<file path="src/rtl/bip_debug_ctrl.sv">
// bip_debug_ctrl
// Run/step/dump controller for the BIP core. Decodes single-byte UART commands,
// gates the BIP with a clock enable, issues soft resets, counts executed cycles
// and streams a PC/ACC/cycle-count snapshot out through a valid/ready byte port.
//
// Ports:
//   i_clk, i_rst          clock, asynchronous active-high reset
//   i_rx_data, i_rx_valid command byte and its one-cycle strobe
//   o_tx_data, o_tx_valid dump byte stream (valid/ready)
//   i_tx_ready            sink accepts the byte when valid && ready
//   o_bip_en              BIP clock enable, one instruction per high cycle
//   o_bip_rst             one-cycle synchronous soft reset to the BIP
//   i_pc, i_acc, i_inst   BIP program counter, accumulator, current instruction
//   o_busy                high whenever the controller is not idle
module bip_debug_ctrl #(
    parameter int unsigned NB_BITS   = 16,
    parameter int unsigned NB_PC     = 11,
    parameter int unsigned NB_OPCODE = 5
) (
    input  logic               i_clk,
    input  logic               i_rst,
    input  logic [7:0]         i_rx_data,
    input  logic               i_rx_valid,
    output logic [7:0]         o_tx_data,
    output logic               o_tx_valid,
    input  logic               i_tx_ready,
    output logic               o_bip_en,
    output logic               o_bip_rst,
    input  logic [NB_PC-1:0]   i_pc,
    input  logic [NB_BITS-1:0] i_acc,
    input  logic [NB_BITS-1:0] i_inst,
    output logic               o_busy
);

    localparam logic [7:0] CMD_RUN   = 8'h52; // 'R'
    localparam logic [7:0] CMD_STEP  = 8'h53; // 'S'
    localparam logic [7:0] CMD_DUMP  = 8'h44; // 'D'
    localparam logic [7:0] CMD_SRST  = 8'h58; // 'X'
    localparam logic [7:0] CMD_BREAK = 8'h42; // 'B'

    typedef enum logic [2:0] {
        StIdle,
        StRun,
        StStep,
        StDump,
        StSrst
    } state_t;

    state_t      state_q, state_d;
    logic [15:0] cyc_q, cyc_d;
    logic [15:0] cyc_snap_q;
    logic [7:0]  pc_lo_q;
    logic [15:0] acc_snap_q;
    logic [2:0]  idx_q, idx_d;

    logic [15:0] pc_ext;
    logic        is_halt;
    logic        is_break;
    logic        bip_en;
    logic        bip_rst;
    logic        tx_valid;
    logic [7:0]  tx_data;
    logic        unused_inst;

    assign pc_ext      = 16'(i_pc);
    assign is_halt     = (i_inst[NB_BITS-1 -: NB_OPCODE] == '0);
    assign is_break    = i_rx_valid && (i_rx_data == CMD_BREAK);
    assign unused_inst = ^i_inst[NB_BITS-NB_OPCODE-1:0];

    always_comb begin
        state_d  = state_q;
        idx_d    = idx_q;
        bip_en   = 1'b0;
        bip_rst  = 1'b0;
        tx_valid = 1'b0;
        tx_data  = 8'h00;

        unique case (state_q)
            StIdle: begin
                if (i_rx_valid) begin
                    case (i_rx_data)
                        CMD_RUN:  state_d = StRun;
                        CMD_STEP: state_d = StStep;
                        CMD_DUMP: state_d = StDump;
                        CMD_SRST: state_d = StSrst;
                        default:  state_d = StIdle;
                    endcase
                end
            end
            StRun: begin
                // HALT and break in the same cycle collapse into one transition.
                if (is_halt || is_break) begin
                    state_d = StDump;
                end else begin
                    bip_en = 1'b1;
                end
            end
            StStep: begin
                bip_en  = !is_halt;
                state_d = StDump;
            end
            StDump: begin
                tx_valid = 1'b1;
                // The BIP is stalled for the whole dump, so its live PC/ACC already
                // reflect the last executed instruction; byte 0 reads them directly
                // and the registers hold them for the remaining bytes.
                case (idx_q)
                    3'd0:    tx_data = pc_ext[15:8];
                    3'd1:    tx_data = pc_lo_q;
                    3'd2:    tx_data = acc_snap_q[15:8];
                    3'd3:    tx_data = acc_snap_q[7:0];
                    3'd4:    tx_data = cyc_snap_q[15:8];
                    default: tx_data = cyc_snap_q[7:0];
                endcase
                if (i_tx_ready) begin
                    if (idx_q == 3'd5) begin
                        idx_d   = 3'd0;
                        state_d = StIdle;
                    end else begin
                        idx_d = idx_q + 3'd1;
                    end
                end
            end
            StSrst: begin
                bip_rst = 1'b1;
                state_d = StIdle;
            end
            default: state_d = StIdle;
        endcase
    end

    // Saturating count of enabled cycles; soft reset clears it.
    always_comb begin
        cyc_d = cyc_q;
        if (state_q == StSrst) begin
            cyc_d = 16'h0000;
        end else if (bip_en && (cyc_q != 16'hFFFF)) begin
            cyc_d = cyc_q + 16'h0001;
        end
    end

    always_ff @(posedge i_clk or posedge i_rst) begin
        if (i_rst) begin
            state_q    <= StIdle;
            cyc_q      <= 16'h0000;
            cyc_snap_q <= 16'h0000;
            pc_lo_q    <= 8'h00;
            acc_snap_q <= 16'h0000;
            idx_q      <= 3'd0;
        end else begin
            state_q <= state_d;
            cyc_q   <= cyc_d;
            idx_q   <= idx_d;
            // cyc_d already includes the final enabled cycle.
            if ((state_d == StDump) && (state_q != StDump)) begin
                cyc_snap_q <= cyc_d;
            end
            if ((state_q == StDump) && (idx_q == 3'd0)) begin
                pc_lo_q    <= pc_ext[7:0];
                acc_snap_q <= 16'(i_acc);
            end
        end
    end

    assign o_bip_en   = bip_en;
    assign o_bip_rst  = bip_rst;
    assign o_tx_valid = tx_valid;
    assign o_tx_data  = tx_data;
    assign o_busy     = (state_q != StIdle);

endmodule

</file>
<file path="config.mk">
export PLATFORM = sky130hd
export DESIGN_NAME = bip_debug_ctrl
export DESIGN_NICKNAME = d
export VERILOG_FILES = /design/src/rtl/bip_debug_ctrl.sv
export SDC_FILE = /design/constraint.sdc
export NUM_CORES = 1
export LEC_CHECK = 0
export ABC_AREA = 1
export CAP_MARGIN = 20
export CORE_UTILIZATION = 50
export CTS_CLUSTER_DIAMETER = 80
export DETAILED_ROUTE_END_ITERATION = 10
export PLACE_DENSITY_LB_ADDON = 0.1
export RECOVER_POWER = 100
export SLEW_MARGIN = 10
export SYNTH_ARGS = -nofsm -noshare
export SYNTH_HDL_FRONTEND = slang
export SYNTH_SLANG_ARGS = --single-unit
</file>
<file path="constraint.sdc">
create_clock -name i_clk -period 5.33 [get_ports i_clk]
set_clock_uncertainty 0.15 [all_clocks]
set_input_delay 0.7995 -clock i_clk [delete_from_list [all_inputs] [get_ports i_clk]]
set_output_delay 0.7995 -clock i_clk [all_outputs]
set_load 0.01 [all_outputs]
</file>
==> impl_metrics.env <==
export IMPL_layout_drive_gt1_share_pct=10.80
export IMPL_cts_sinks=62
export IMPL_relSlewSlack_pct=-59.25
export IMPL_synth_xor_area_share_pct=2.707
export IMPL_numPortBuffers=55
export IMPL_seq_area_mm2=0.001551
export IMPL_ys_top_cells_by_area="dfrtp_1 (44%), nand2_1 (12%), nand3_1 (6.2%)"
export IMPL_worstPathRequired_ns=4.38
export IMPL_drt_pass1_iterations=4
export IMPL_start_util_pct=52.09
export IMPL_synth_top_area_share_pct=43.60
export IMPL_grt_usage_pct=22.68
export IMPL_rows=30
export IMPL_drt_iter0_markers=158
export IMPL_slew_viol_final=45
export IMPL_cts_tree="built"
export IMPL_io_pins=67
export IMPL_nets=554
export IMPL_cts_reportedPaths_clkPinSlew_ns=0.07
export IMPL_fillers=661
export IMPL_setup_viol=0
export IMPL_synth_ff_type="dfrtp_1"
export IMPL_mostFrequentLayoutCells="nand2_1 (121), dfrtp_1 (62), nand3_1 (44), clkdlybuf4s50_1 (43), a21oi_1 (41)"
export IMPL_fmax_mhz=244.1
export IMPL_grt_pass1_wl_um=13100
export IMPL_netlist_area_mm2=0.003558
export IMPL_hold_path_class="reg -> reg"
export IMPL_place_inst=582
export IMPL_synth_edf_count=0
export IMPL_wl_per_cell_um=13.03
export IMPL_cpMostUsedCell="o21ai_0"
export IMPL_ctsHoldBuffers=0
export IMPL_synth_adder_area_share_pct=0.7032
export IMPL_muxShareOfSynthArea_pct=3.481
export IMPL_crit_slowest_cell="dlygate4sd3_1"
export IMPL_synth_top_area_cell="dfrtp_1"
export IMPL_dieArea_mm2=0.007458
export IMPL_maxCapViolations=1
export IMPL_hold_violations=0
export IMPL_grt_overflow=0
export IMPL_via_per_inst=5.174
export IMPL_post_cts_setup_buffers=0
export IMPL_die_w_um=86.36
export IMPL_routed_wl_um=7764
export IMPL_ir_drop_v=0.0002121
export IMPL_worstSkewPairLatency_ns=0.33
export IMPL_numCtsBuffers=9
export IMPL_vias=3084
export IMPL_ys_seq_area_share_pct=43.60
export IMPL_postRouteAntennaNets=0
export IMPL_failed_checks="capacitance limit, slew limit"
export IMPL_yosys_warnings=0
export IMPL_synth_simple_area_share_pct=30.45
export IMPL_clock_root_buffer="clkbuf_8"
export IMPL_cp_slowest_stage_delay_ns=0.66
export IMPL_crit_path_cell_trace="inv_1, ha_1, nor2_1, o21ai_0, o21ai_0, a21oi_1, dlygate4sd3_1"
export IMPL_setup_tns_ns=0
export IMPL_critical_path_class="reg -> out"
export IMPL_dp_final_hpwl_um=5680
export IMPL_power_mw=1.921
export IMPL_die_h_um=86.36
export IMPL_synth_compound_area_share_pct=11.32
export IMPL_gp_congestion=0.8162
export IMPL_synth_seq_cells=62
export IMPL_tightest_slew_ns=2.389
export IMPL_layout_cells_most_common="nand2_1"
export IMPL_power_leakage_nw=2.091
export IMPL_post_cts_resized=0
export IMPL_num_antenna_cells=0
export IMPL_multi_input_area_mm2=0.001684
export IMPL_cp_start_kind="flop"
export IMPL_cts_buffer_depth=2
export IMPL_syn_to_final_growth_pct=20.18
export IMPL_rsz0062_at_grt="no"
export IMPL_drcViolationCount=0
export IMPL_fin_crit_sh_pct=76.87
export IMPL_critPathCaptureType="primary output"
export IMPL_finalNonFillerCells=596
export IMPL_worstPathMaxFanout=10
export IMPL_syn_avg_cell_area_um2=8.069
export IMPL_grt_pass1_vias=2942
export IMPL_grt_max_degree=45
export IMPL_power_density_mw_per_mm2=449.3
export IMPL_synthDistinctLibCells=38
export IMPL_core_mm2=0.006832
export IMPL_synth_cells=441
export IMPL_async_flop_share_pct=100.0
export IMPL_fin_crit_ns=4.097
export IMPL_status="complete, but fails checks"
export IMPL_synth_top_family_by_area="simple AND/OR/NAND/NOR gates"
export IMPL_syn_nets=498
export IMPL_antenna_found_initial=0
export IMPL_htree_levels=3
export IMPL_worstPathArrival_ns=3.15
-- final timing paths --
check | slack [ns] | cells past startpoint | end | startpoint
max | 1.23 | 7 | o_tx_data[4] | idx_q[2]
min reg2reg | 0.33 | 2 | cyc_snap_q[6] | cyc_snap_q[6]
max reg2reg | 2.62 | 8 | cyc_snap_q[9] | state_q[2]
max in group asynchronous | 1.45 | 3 | cyc_snap_q[5] | i_rst
min | 0.33 | 2 | cyc_snap_q[6] | cyc_snap_q[6]
min in group asynchronous | 0.88 | 2 | pc_lo_q[1] | i_rst
-- metrics by stage --
step           hold WS (ns)  instance area, µm²  worst slack [ns]  util, %
2_1_floorplan        0.2939                3558             2.612        -
3_3_place_gp         0.3167                4155             1.854    60.82
3_5_place_dp         0.3107                4155             1.790    60.82
4_1_cts              0.3287                4332             1.411    63.41
5_1_grt              0.3491                4277            0.8349    62.60
6_report             0.3313                4277             1.233    62.60
-- kinds of logic after synthesis --
logic type | count (synthesis)
AND/OR/NAND/NOR | 225
AO/OA/AOI/OAI | 70
flip-flops | 62
buffers and inverters | 60
XOR/XNOR | 11
multiplexers | 11
adder cells (fa/ha/maj) | 2
-- registers in the layout, indices dropped and copies added (netlist names) --
name,count
acc_snap_q,16
cyc_q,16
cyc_snap_q,16
pc_lo_q,8
idx_q,3
state_q,3
-- cell usage after synthesis (6+ instances only) --
cell type,instances
dfrtp_1,62
o21ai_0,10
mux2_2,11
a21oi_1,41
inv_1,40
nor2_4,7
nand2_1,118
nor2_1,30
nand3_1,44
xor2_1,6
-- critical path: cells and delay by family, from the launching register on --
kind,cells,cell delay [ns]
buffers and inverters,2,0.85
AOI/OAI and AO/OA,3,0.82
DFF,1,0.52
adders and majority gates,1,0.37
and+or+nand+nor,1,0.25
-- area by class of cell --
type	instances	area share, %
multi-input combinational	319	39.38
tap	96	2.809
clock buffer	9	2.896
sequential	62	36.28
timing repair buffer	57	13.05
clock inverter	5	1.229
inverter	48	4.359
-- metal layers --
layer,up-vias,share of wire (%),global-route usage [%]
li1,1567,-,-
met1,1452,47,29.64
met2,57,48,37.73
met3,8,3.8,4.286
met4,0,1.2,8.182
met5,-,0,0
-- power by group --
group	switching [mW]	total, mW	internal, mW
Combinational	0.498	0.824	0.326
Clock	0.176	0.384	0.208
Sequential	0.0948	0.714	0.619
Total	0.769	1.92	1.15
Note: power is estimated with default switching activity, not from simulation.
